<file path="src/rtl/pcnn_pool.sv">
// 2x2 max-pool stage for a conv output map: rectify, requantize to 8 bits,
// then pool a raster-order stream of o_size x o_size samples.
module pcnn_pool #(
  parameter int o_size = 4,
  parameter int shift  = 4
) (
  input  logic        clk,
  input  logic        reset,
  input  logic        go,
  input  logic [19:0] in_data,
  input  logic        in_valid,
  output logic [7:0]  out_data,
  output logic        out_valid,
  output logic        done
);

  localparam int half = o_size / 2;
  localparam int cw   = (o_size > 2) ? $clog2(o_size) : 1;
  localparam int lw   = (half > 1) ? $clog2(half) : 1;

  if ((o_size < 2) || (o_size % 2 != 0)) begin : g_bad_size
    $error("pcnn_pool: o_size must be even and >= 2 (got %0d)", o_size);
  end

  typedef enum logic [1:0] {IDLE, RUN, DONE} state_t;

  state_t         state;
  logic [cw-1:0]  row;
  logic [cw-1:0]  col;
  logic [7:0]     temp;
  logic [7:0]     linebuf [half];

  logic [19:0]    v;
  logic [7:0]     q;
  logic [lw-1:0]  idx;
  logic           last;

  function automatic logic [7:0] max8(input logic [7:0] a, input logic [7:0] b);
    return (a > b) ? a : b;
  endfunction

  // NOTE: every signal assigned here gets a default first so no latch is inferred.
  always_comb begin
    v    = in_data >> shift;
    q    = 8'd0;
    if (!in_data[19])
      q = (v > 20'd255) ? 8'd255 : v[7:0];
    idx  = lw'(col >> 1);
    last = (row == cw'(o_size - 1)) && (col == cw'(o_size - 1));
  end

  // NOTE: sequential state uses non-blocking assignments only, so every
  // register sees the pre-edge values of the others.
  always_ff @(posedge clk or negedge reset) begin
    if (!reset) begin
      state     <= IDLE;
      row       <= '0;
      col       <= '0;
      temp      <= 8'd0;
      out_data  <= 8'h00;
      out_valid <= 1'b0;
      done      <= 1'b0;
      // NOTE: the line buffer is small and must come up zeroed, so it is
      // built from resettable flops rather than a RAM macro.
      for (int i = 0; i < half; i++) linebuf[i] <= 8'd0;
    end else begin
      out_valid <= 1'b0;
      done      <= 1'b0;
      unique case (state)
        IDLE: begin
          if (go) begin
            state <= RUN;
            row   <= '0;
            col   <= '0;
          end
        end
        RUN: begin
          if (in_valid) begin
            unique case ({row[0], col[0]})
              2'b00: temp         <= q;
              2'b01: linebuf[idx] <= max8(temp, q);
              2'b10: temp         <= max8(linebuf[idx], q);
              2'b11: begin
                out_data  <= max8(temp, q);
                out_valid <= 1'b1;
              end
            endcase
            if (last) begin
              row   <= '0;
              col   <= '0;
              state <= DONE;
            end else if (col == cw'(o_size - 1)) begin
              col <= '0;
              row <= row + 1'b1;
            end else begin
              col <= col + 1'b1;
            end
          end
        end
        DONE: begin
          // done is registered, so it lands one cycle after the final pooled value
          done  <= 1'b1;
          state <= IDLE;
        end
        default: state <= IDLE;
      endcase
    end
  end

endmodule

</file>
<file path="config.mk">
export PLATFORM = sky130hd
export DESIGN_NAME = pcnn_pool
export DESIGN_NICKNAME = d
export VERILOG_FILES = /design/src/rtl/pcnn_pool.sv
export SDC_FILE = /design/constraint.sdc
export NUM_CORES = 1
export LEC_CHECK = 0
export BUFFER_PORTS_ARGS = -buffer_cell sky130_fd_sc_hd__buf_4
export CORE_MARGIN = 4
export CORE_UTILIZATION = 40
export CTS_CLUSTER_SIZE = 40
export DETAILED_ROUTE_END_ITERATION = 10
export PLACE_DENSITY = 0.63
export SLEW_MARGIN = 15
export SYNTH_ARGS = -nofsm -noshare
export SYNTH_HDL_FRONTEND = slang
export SYNTH_SLANG_ARGS = --single-unit
export TNS_END_PERCENT = 1
</file>
<file path="constraint.sdc">
create_clock -name clk -period 3.4 [get_ports clk]
set_clock_uncertainty 0.2 [all_clocks]
set_input_delay 0.85 -clock clk [delete_from_list [all_inputs] [get_ports clk]]
set_output_delay 0.85 -clock clk [all_outputs]
set_load 0.01 [all_outputs]
</file>
* Word-level counts from Yosys, hierarchy flattened *
Index checks and enable logic that the tools add are counted.

storage, ports and cells
  input port bits = 24
  register bits after elaboration = 40
  logic and storage cells = 68
  output and inout port bits = 10

cells by class
  add/subtract/negate cells = 2
  equality and inequality tests = 11
  $lt $le $gt $ge = 5
  reduce and logical (&&, ||, !) cells = 12
  mux-type cells = 28
  bitwise gates (word level) = 1

operators with widths
  kind                   count
  $mux W8                8
  $mux W2                10
  $bwmux W16             1
  $gt A16 B8 Y1 const B  1
  $gt A8 B8 Y1           2
  $pmux W8 S2            1
  $reduce_and A3 Y1      5
  $pmux W2 S2            3
  $eq A2 B2 Y1 const B   5
  $demux W8 S1           1
  $ne A2 B2 Y1 const B   3
  $add A2 B1 Y2 const B  2
  $eq A2 B1 Y1 const B   2
  $logic_not A2 Y1       2
  $mux W1                4
  $reduce_and A4 Y1      1
  $reduce_bool A2 Y1     2
  $ne A3 B3 Y1 const B   1
  $ge A2 B2 Y1 const B   1
  $logic_and A1 B1 Y1    2
  $lt A2 B1 Y1 const B   1
  $not A1 Y2             1

* Depth between registers and ports, before layout *
Gate-level depths: netlist of run 1.

  depth after elaboration = 7
  mapped depth = 12
  depth with buffers taken out = 9

* Least setup slack after synthesis of run 1 *
No wires, ideal clock.

  kind = input-to-reg
  start = input in_data[14]
  end = register linebuf[13] (netlist bit)
  required time = 3.131 ns
  library setup time = 0.069 ns
  setup slack = -0.005 ns
  arrival time = 3.135 ns
  cell stages on the path = 11
  buffers on the path = 2
  cells stage by stage = nor4_2 a31o_2 inv_1 ha_1 nand4_1 nor2_1 a21oi_1 clkbuf_1 clkbuf_1 o211ai_1 nand3_1

between the ends
  word-level cells in the longest chain between the ends = 6

ends and longest elaborated chain
  element                        line  source
  start, declared                10    input logic [19:0] in_data,
  $gt A16 B8 Y1 (*)              47    q = (v > 20'd255) ? 8'd255 : v[7:0];
  $mux W8 (*)                    47
  $mux W8 (*)                    46    if (!in_data[19])
  $gt A8 B8 Y1                   39    return (a > b) ? a : b;
  $mux W8 (*)                    39
  $bwmux W16 (*)                 81    2'b01: linebuf[idx] <= max8(temp, q);
  end signal, assigned by index  81
  end, declared                  31    logic [7:0] linebuf [half];

Every way passes the cells marked *; elsewhere a longest branch is shown, timed or not.
A chain may end at the register's enable or synchronous reset.

* Worst setup path after layout of run 1 *
Same ends and word-level chain as after synthesis.

==> results.py, run 1 <==
metrics = {
    "outcome": {
        "status": "finished clean",
    },
    "floorplan": {
        "num_rows": 28,
        "core_sq_um": 5990,
        "die_h_um": 87.2,
        "initial_core_util": 0.419,
        "die_width_um": 87.2,
        "pin_count": 34,
        "dieArea_sq_um": 7610,
    },
    "cts": {
        "cts_made_buffers": 5,
        "path_clk_slew_ns": 0.08,
        "clock_sinks": 40,
        "cts-root-buf": "clkbuf_8",
        "tritoncts": "yes",
        "htree_levels": 2,
        "clockBufferDepth": 2,
        "clk_latency_ns": 0.30,
    },
    "cells_and_area": {
        "final_common_cell": "buf_4",
        "drive_gt1_frac": 0.272,
        "layout_common_cells": "54 x buf_4, 40 x dfrtp_1, 27 x nor2_1",
        "nets": 354,
        "area_growth_pct": 21.4,
        "n_antenna_cell": 0,
    },
    "power": {
        "peakVddDrop_v": 0.000350,
        "powerDensity_nw_per_um2": 772,
        "p_leak_nw": 1.39,
    },
    "drt": {
        "via_per_inst": 5.96,
        "routed_wl_um": 6260,
        "drt_iter0_drc": 125,
        "vias": 2313,
        "remaining_drc_errors": 0,
        "drt_first_pass_iters": 4,
        "ant_nets": 0,
        "wire_per_inst_um": 16.1,
    },
    "timing": {
        "rsz0062_at_grt": "false",
        "fin_hold_ws_ns": 0.288,
        "fin_ws_ns": 0.177,
        "slew_viol_final": 0,
        "worst_pin_slew_ns": 0.716,
        "setup_viol_count_final": 0,
        "finalHoldViolations": 0,
        "setup_tns_ns": 0,
        "fmax_ghz": 0.310,
        "post-route-period-util": 0.948,
        "period_needed_ns": 3.22,
        "slew_headroom": 0.521,
    },
    "critical_path": {
        "startpoint_type": "primary input",
        "cp_max_fo": 18,
        "cp-end-kind": "flip-flop",
        "crit_chain": "buf_4 > nor4_4 > buf_4 > a31o_2 > inv_1 > ha_1 > nand4_1 > nor2_1 > buf_4 > a211oi_2 > buf_4 > or4_1 > nand3_1",
        "path_common_cell": "buf_4",
        "critPathMaxStageDelay_ns": 0.48,
        "critPathTopFamily": "simple AND/OR/NAND/NOR gates",
        "required_ns": 3.44,
        "slowest_stage": "or4_1",
        "crit_arrival_ns": 3.26,
        "crit_type": "primary input to flip-flop",
        "path_buf_inv": 5,
    },
    "global_route": {
        "grt_pass1_vias": 2294,
        "grt_usage": 0.184,
        "antenna_found_initial": 0,
        "grt_overflow_total": 0,
        "grt_pass1_wl_um": 10900,
        "grt_max_degree": 41,
    },
    "logic_synthesis": {
        "syn_area_per_cell_sq_um": 9.41,
        "synth_seq_area_share": 0.399,
        "ys_seq_elements": 40,
        "syn_area_sq_um": 2510,
        "yosys_warnings": 0,
        "synth_cell_type_count": 42,
        "syn-num-nets": 309,
        "syn_inst": 267,
    },
    "placement": {
        "io_buffers": 29,
        "place_ws_ns": -0.362,
        "dp_hpwl_um": 4580,
        "gp_congestion": 0.800,
    },
    "hold_path": {
        "hp-class": "flip-flop to flip-flop",
    },
    "run": {
        "maxCapViolations": 0,
    },
}
per-stage QoR:
stage / power (W) / std cells / utilization / cell area [sq um]
floorplan: 0.00164 / 267 / - / 2520
global placement: 0.00200 / 380 / 0.493 / 2950
detailed placement: 0.00204 / 380 / 0.493 / 2950
CTS: 0.00237 / 388 / 0.509 / 3050
global route: 0.00258 / 388 / 0.509 / 3050
finish: 0.00235 / 388 / 0.509 / 3050
path summary, 6_finish.rpt:
kind	start	end	slack [ns]	cells past startpoint
setup / recovery	in_data[14]	linebuf[13]	0.18	13
hold / removal	linebuf[13]	linebuf[13]	0.29	2
setup reg to reg	col[1]	temp[4]	0.53	8
hold reg to reg	linebuf[13]	linebuf[13]	0.29	2
max in group asynchronous	reset	out_data[6]	2.32	1
min in group asynchronous	reset	linebuf[6]	0.33	1
Yosys cell counts (all sizes together):
library cell	n	area, sq um
a211oi	2	15.0
a21o	1	7.51
a21oi	6	30.0
a221o	4	40.0
a22o	6	52.6
a31o	8	70.1
a31oi	14	87.6
a41oi	1	8.76
and2b	1	7.51
and3	5	31.3
and3b	1	8.76
and4	2	17.5
buf	9	48.8
clkbuf	7	26.3
clkinv	1	3.75
dfrtp	40	1000
ha	18	225
inv	4	15.0
mux2	7	78.8
mux2i	1	10.0
nand2	20	82.6
nand3	16	80.1
nand3b	1	7.51
nand4	2	12.5
nor2	27	101
nor2b	3	18.8
nor3	2	15.0
nor4	5	37.5
o2111ai	4	35.0
o211ai	12	90.1
o21ai	11	55.1
o21bai	1	7.51
or2	1	6.26
or3	9	61.3
or4	14	105
or4b	1	10.0
routing by layer:
| metal | global-route usage | wire length, um | vias to the layer above | part of all wire |
|---|---|---|---|---|
| met4 | 0.0711 | 119 | 0 | 0.019 |
| met2 | 0.294 | 2930 | 40 | 0.47 |
| met3 | 0.0284 | 176 | 12 | 0.028 |
| li1 | - | - | 1126 | - |
| met5 | 0 | 0 | - | 0 |
| met1 | 0.249 | 3030 | 1135 | 0.48 |
cells by family after synthesis:
family	share of synthesized area
buf+inv	0.0374
compound gates	0.199
mux	0.0354
simple gates	0.240
fa+ha+maj	0.0897
flops	0.399
power breakdown:
group / switching [W] / internal [W] / total [W]
Combinational: 0.000600 / 0.000547 / 0.00115
Sequential: 0.000200 / 0.000684 / 0.000884
Clock: 0.000178 / 0.000143 / 0.000321
layout make-up:
type,instances,area [sq um]
Clock buffer,5,68.8
Clock inverter,3,18.8
Fill cell,577,2940
Inverter,5,18.8
Multi-Input combinational cell,206,1440
Sequential cell,40,1000
Tap cell,75,93.8
Timing Repair Buffer,54,405
tightest hold or removal path, stage by stage, from the launching register on:
cell     delay [ns]
dfrtp_1        0.36
nand2_1        0.05
nand3_1        0.05
state kept, by name, summed over array words and instances, names as in the netlist:
register / flops
linebuf: 16
out_data: 8
temp: 8
col: 2
row: 2
state: 2
done: 1
out_valid: 1
what timing repair did:
action | 4_1_cts | 5_1_grt
buffers inserted | 0 | 0
hold buffers | 0 | 0
gates resized for setup | 1 | 0
endpoints found under the setup margin | 9 | 0
Note: power is estimated with default switching activity, not from simulation.
==> inputs of run 2 (changes only) <==
--- a/config.mk
+++ b/config.mk
@@ -6,6 +6,7 @@
 export NUM_CORES = 1
 export LEC_CHECK = 0
 export BUFFER_PORTS_ARGS = -buffer_cell sky130_fd_sc_hd__buf_4
+export CORE_ASPECT_RATIO = 0.75
 export CORE_MARGIN = 4
 export CORE_UTILIZATION = 40
 export CTS_CLUSTER_SIZE = 40
==> run 2 against run 1 <==
  * Utilization is 1.0 points higher
  * Count of clock-buffer cells in the layout stayed put
  * Sequential cell count unchanged
  * Critical path depth is the same
  * Cell area rose by 1.2%
  * Global-route usage is 0.59 points lower
  * Sequential power rose by 0.8%
  * Register-to-register slack got worse by 0.06 ns
  * Non-clock buffer count is 1 lower
  * Combinational power about the same
  * Fmax rose by 0.67%
  * Worst setup slack better by 0.021 ns
  * Highest routed layer unchanged
==> results.py, run 2 (synthesized netlist as in run 1, its figures left out) <==
metrics = {
    "power": {
        "powerDensity_nw_per_um2": 791,
        "power.total_w": 0.00244,
        "peakVddDrop_v": 0.000342,
        "p_leak_nw": 1.40,
    },
    "cts": {
        "postCtsSetupRepairBufs": 0,
        "clock_sinks": 40,
        "htree_levels": 2,
        "cts-root-buf": "clkbuf_8",
        "clk_latency_ns": 0.30,
        "tritoncts": "yes",
        "cts_made_buffers": 5,
        "clockBufferDepth": 2,
        "path_clk_slew_ns": 0.08,
        "cts.hold.buffers_added": 0,
    },
    "critical_path": {
        "path_buf_inv": 5,
        "r2r_end": "temp[2]",
        "timing.rr.start": "col[1]",
        "critPathMaxStageDelay_ns": 0.46,
        "rr_worst_depth": 8,
        "slowest_stage": "or4_1",
        "startpoint_type": "primary input",
        "cp_max_fo": 29,
        "crit_arrival_ns": 3.24,
        "cp-startpoint": "in_data[14]",
        "cp-end-kind": "flip-flop",
        "crit_cells": 13,
        "critPathTopFamily": "simple AND/OR/NAND/NOR gates",
        "crit_type": "primary input to flip-flop",
        "required_ns": 3.43,
        "path_common_cell": "buf_4",
        "crit_end": "linebuf[13]",
        "crit_chain": "buf_4 > nor4_4 > buf_4 > a31o_2 > inv_1 > ha_1 > nand4_1 > nor2_1 > buf_4 > a211oi_2 > buf_12 > or4_1 > nand3_1",
        "reg2reg_slack_ns": 0.47,
    },
    "drt": {
        "via_per_inst": 5.77,
        "vias": 2250,
        "routed_wl_um": 6490,
        "drt_iter0_drc": 130,
        "ant_nets": 0,
        "wire_per_inst_um": 16.6,
        "remaining_drc_errors": 0,
        "drt_first_pass_iters": 4,
    },
    "cells_and_area": {
        "top_register": "linebuf",
        "final_common_cell": "buf_4",
        "largest_registers": "linebuf: 16 flops, out_data: 8 flops, temp: 8 flops",
        "layout_common_cells": "52 x buf_4, 40 x dfrtp_1, 27 x nor2_1",
        "drive_gt1_frac": 0.269,
        "area_growth_pct": 22.9,
        "n_antenna_cell": 0,
        "nets": 353,
        "largest_reg_flops": 16,
        "fillers": 556,
    },
    "run": {
        "maxCapViolations": 0,
    },
    "timing": {
        "setup_tns_ns": 0,
        "period_needed_ns": 3.20,
        "slew_headroom": 0.539,
        "finalHoldViolations": 0,
        "setup_viol_count_final": 0,
        "fmax_ghz": 0.312,
        "worst_pin_slew_ns": 0.691,
        "rsz0062_at_grt": "false",
        "slew_viol_final": 0,
        "post-route-period-util": 0.942,
    },
    "floorplan": {
        "num_rows": 24,
        "die_width_um": 99.5,
        "die_h_um": 76.6,
        "core_sq_um": 5950,
        "dieArea_sq_um": 7620,
        "initial_core_util": 0.422,
        "pin_count": 34,
    },
    "global_route": {
        "grt_pass1_wl_um": 10900,
        "grt_pass1_vias": 2158,
        "antenna_found_initial": 0,
        "grt_usage": 0.178,
        "grt_overflow_total": 0,
        "grt_max_degree": 41,
    },
    "outcome": {
        "status": "finished clean",
    },
    "hold_path": {
        "hp-class": "flip-flop to flip-flop",
    },
    "placement": {
        "gp_congestion": 0.773,
        "io_buffers": 29,
        "dp_hpwl_um": 4860,
    },
}
==> run 2: worst min path at each step <==
stage | start | to | slack (ns) | cells after the start
CTS | linebuf[8] | linebuf[8] | 0.30 | 2
finish | linebuf[13] | linebuf[13] | 0.30 | 2
floorplan | linebuf[13] | linebuf[13] | 0.24 | 2
global placement | linebuf[13] | linebuf[13] | 0.27 | 2
detailed placement | linebuf[8] | linebuf[8] | 0.28 | 2
global route | out_data[4] | out_data[4] | 0.33 | 2
==> run 2: worst register-to-register path, stage by stage, from the launching register on <==
cell and delay (ns):
dfrtp_1 0.72, mux2_2 0.43, ha_1 0.32, and4_1 0.24, nand2_1 0.08, a211oi_1 0.30
buf_4 0.20, nor4_1 0.05, a221o_1 0.28
==> run 2: per-layer routing <==
layer | up-vias | global-route usage | wire [um]
met3 | 4 | 0.0339 | 263
met1 | 1081 | 0.271 | 3370
li1 | 1128 | - | -
met2 | 37 | 0.261 | 2830
met5 | - | 0 | 0
met4 | 0 | 0.0327 | 33
==> run 2: final cells by class <==
class                   count  area, sq um  area share
clock buffers               5         68.8      0.0223
inverters                   5         18.8     0.00608
well taps                  78         97.6      0.0316
multi-input cells         206         1440       0.467
clock inverters             3         47.5      0.0154
repair buffers             53          410       0.133
flip-flops and latches     40         1000       0.324
==> run 2: where the power goes <==
| group | switching (W) | internal, W |
|---|---|---|
| Sequential | 0.000207 | 0.000684 |
| Clock | 0.000179 | 0.000221 |
| Combinational | 0.000606 | 0.000544 |
| Total | 0.000992 | 0.00145 |
==> run 2: what timing repair did <==
action                     CTS  global route
setup endpoints to repair   11             0
hold endpoints to repair     0             0
gates resized for setup      1             0
==> run 2: stage by stage <==
stage               instance area (sq um)  setup slack (ns)   util  hold WS (ns)  instances
floorplan                            2520             0.136      -         0.243        267
global placement                     2960            -0.315  0.498         0.266        382
detailed placement                   2960            -0.367  0.498         0.278        382
CTS                                  3090             0.204  0.519         0.302        390
global route                         3090            0.0338  0.519         0.328        390
finish                               3090             0.198  0.519         0.295        390
==> inputs of run 3 (changes only) <==
--- a/config.mk
+++ b/config.mk
@@ -12,7 +12,7 @@
 export CTS_CLUSTER_SIZE = 40
 export DETAILED_ROUTE_END_ITERATION = 10
 export PLACE_DENSITY = 0.63
-export SLEW_MARGIN = 15
+export RECOVER_POWER = 100
 export SYNTH_ARGS = -nofsm -noshare
 export SYNTH_HDL_FRONTEND = slang
 export SYNTH_SLANG_ARGS = --single-unit
==> run 3 against run 2 <==
  * The run now ends with max-capacitance violations, max-slew violations left
  * Combinational power shrank 4%
  * Via count is the same
  * Clock power is essentially flat
  * Sequential power is essentially flat
  * Critical path type unchanged
==> results.py, run 3 (synthesized netlist as in run 1, its figures left out) <==
metrics = {
    "cts": {
        "cts-root-buf": "clkbuf_8",
        "clk_latency_ns": 0.30,
        "cts.hold.buffers_added": 0,
        "cts_made_buffers": 5,
        "tritoncts": "yes",
        "clockBufferDepth": 2,
        "clock_sinks": 40,
        "path_clk_slew_ns": 0.08,
        "htree_levels": 2,
    },
    "placement": {
        "gp_congestion": 0.773,
        "dp_hpwl_um": 4860,
        "io_buffers": 29,
        "dpl.cell_count": 382,
    },
    "critical_path": {
        "crit_cells": 12,
        "slowest_stage": "or4_1",
        "critPathTopFamily": "simple AND/OR/NAND/NOR gates",
        "crit_type": "primary input to flip-flop",
        "critPathMaxStageDelay_ns": 0.48,
        "crit_arrival_ns": 3.23,
        "path_buf_inv": 4,
        "startpoint_type": "primary input",
        "rr_worst_depth": 8,
        "cp_max_fo": 8,
        "required_ns": 3.43,
        "timing.rr.start": "col[1]",
        "cp-end-kind": "flip-flop",
        "cp-startpoint": "in_data[14]",
        "crit_chain": "clkbuf_1 > nor4_4 > buf_4 > a31o_2 > clkbuf_1 > ha_1 > and4_1 > nand2_1 > a211oi_1 > buf_4 > or4_1 > nand3_1",
    },
    "global_route": {
        "grt_pass1_wl_um": 10900,
        "grt_overflow_total": 0,
        "grt_usage": 0.178,
        "antenna_found_initial": 0,
        "grt_max_degree": 41,
        "grt_pass1_vias": 2158,
    },
    "timing": {
        "finalHoldViolations": 0,
        "period_needed_ns": 3.20,
        "setup_viol_count_final": 0,
        "slew_viol_final": 41,
        "rsz0062_at_grt": "false",
        "post-route-period-util": 0.942,
        "slew_headroom": -0.432,
        "fin_hold_ws_ns": 0.295,
        "worst_pin_slew_ns": 2.15,
        "fmax_ghz": 0.312,
    },
    "floorplan": {
        "core_sq_um": 5950,
        "die_h_um": 76.6,
        "pin_count": 34,
        "die_width_um": 99.5,
        "initial_core_util": 0.422,
        "dieArea_sq_um": 7620,
        "num_rows": 24,
    },
    "drt": {
        "wire_per_inst_um": 16.6,
        "drt_first_pass_iters": 4,
        "remaining_drc_errors": 0,
        "via_per_inst": 5.77,
        "ant_nets": 0,
        "drt_iter0_drc": 119,
        "routed_wl_um": 6460,
        "vias": 2250,
    },
    "cells_and_area": {
        "largest_reg_flops": 16,
        "fillers": 580,
        "n_antenna_cell": 0,
        "drive_gt1_frac": 0.218,
        "post_layout_nonfiller_instances": 390,
        "final_common_cell": "dfrtp_1",
        "multiInputGateArea_sq_um": 1440,
        "area_growth_pct": 20.3,
        "seq_area_sq_um": 1000,
        "layout_common_cells": "40 x dfrtp_1, 34 x buf_4, 27 x nor2_1",
        "largest_registers": "linebuf: 16 flops, out_data: 8 flops, temp: 8 flops",
        "nets": 353,
        "top_register": "linebuf",
    },
    "run": {
        "maxCapViolations": 1,
    },
    "outcome": {
        "status": "complete, but fails checks",
        "violations": "max-capacitance violations, max-slew violations",
    },
    "hold_path": {
        "hp-class": "flip-flop to flip-flop",
        "holdPathStages": 2,
        "hold_start": "linebuf[13]",
    },
    "power": {
        "peakVddDrop_v": 0.000342,
        "p_leak_nw": 1.34,
        "powerDensity_nw_per_um2": 791,
    },
}
[run 3: changes by cell type in the layout (fill, tap and decap cells not counted)]
| cell | change |
|---|---|
| clkbuf_2 | +2 |
| buf_4 | -18 |
| clkbuf_1 | +16 |
[run 3: worst min-delay path: cells and delay by family, from the launching register on]
| family | cells | cell delay, ns |
|---|---|---|
| simple gates | 2 | 0.11 |
| flops | 1 | 0.35 |
[run 3: per-stage QoR]
step | utilization | TNS (ns) | area, sq um | total power, W | worst slack, ns
after floorplan | - | 0 | 2520 | 0.00164 | 0.136
final | 0.508 | 0 | 3020 | 0.00239 | 0.197
after global placement | 0.498 | -5.35 | 2960 | 0.00200 | -0.315
after CTS | 0.519 | 0 | 3090 | 0.00246 | 0.204
after detailed placement | 0.498 | -6.46 | 2960 | 0.00204 | -0.367
after global routing | 0.508 | 0 | 3020 | 0.00263 | 0.0208
[run 3: what timing repair did]
| item | in CTS | in global routing |
|---|---|---|
| setup buffers | 0 | 0 |
| setup endpoints to repair | 11 | 0 |
| gates resized for setup | 1 | 0 |
[run 3: final cells by class]
type | instances | area share
Sequential cell | 40 | 0.331
Timing Repair Buffer | 53 | 0.114
Clock buffer | 5 | 0.0228
Inverter | 5 | 0.00621
Tap cell | 78 | 0.0323
Multi-Input combinational cell | 206 | 0.477
Clock inverter | 3 | 0.0157
[run 3: worst paths after layout]
check                      slack, ns     endpoint
hold reg to reg                 0.30  linebuf[13]
hold / removal                  0.30  linebuf[13]
setup / recovery                0.20      temp[5]
setup reg to reg                0.47      temp[2]
min in group asynchronous       0.97   linebuf[4]
max in group asynchronous       0.80      temp[0]
[run 3: metal layers]
| layer | track usage | wire [um] | vias to the layer above |
|---|---|---|---|
| met5 | 0 | 0 | - |
| met3 | 0.0339 | 319 | 4 |
| met4 | 0.0327 | 33 | 0 |
| met1 | 0.271 | 3300 | 1078 |
| met2 | 0.261 | 2810 | 43 |
| li1 | - | - | 1125 |
[run 3: power by group]
| group | total (W) | internal (W) | switching [W] |
|---|---|---|---|
| Combinational | 0.00110 | 0.000498 | 0.000605 |
| Sequential | 0.000890 | 0.000684 | 0.000206 |
| Clock | 0.000398 | 0.000221 | 0.000177 |
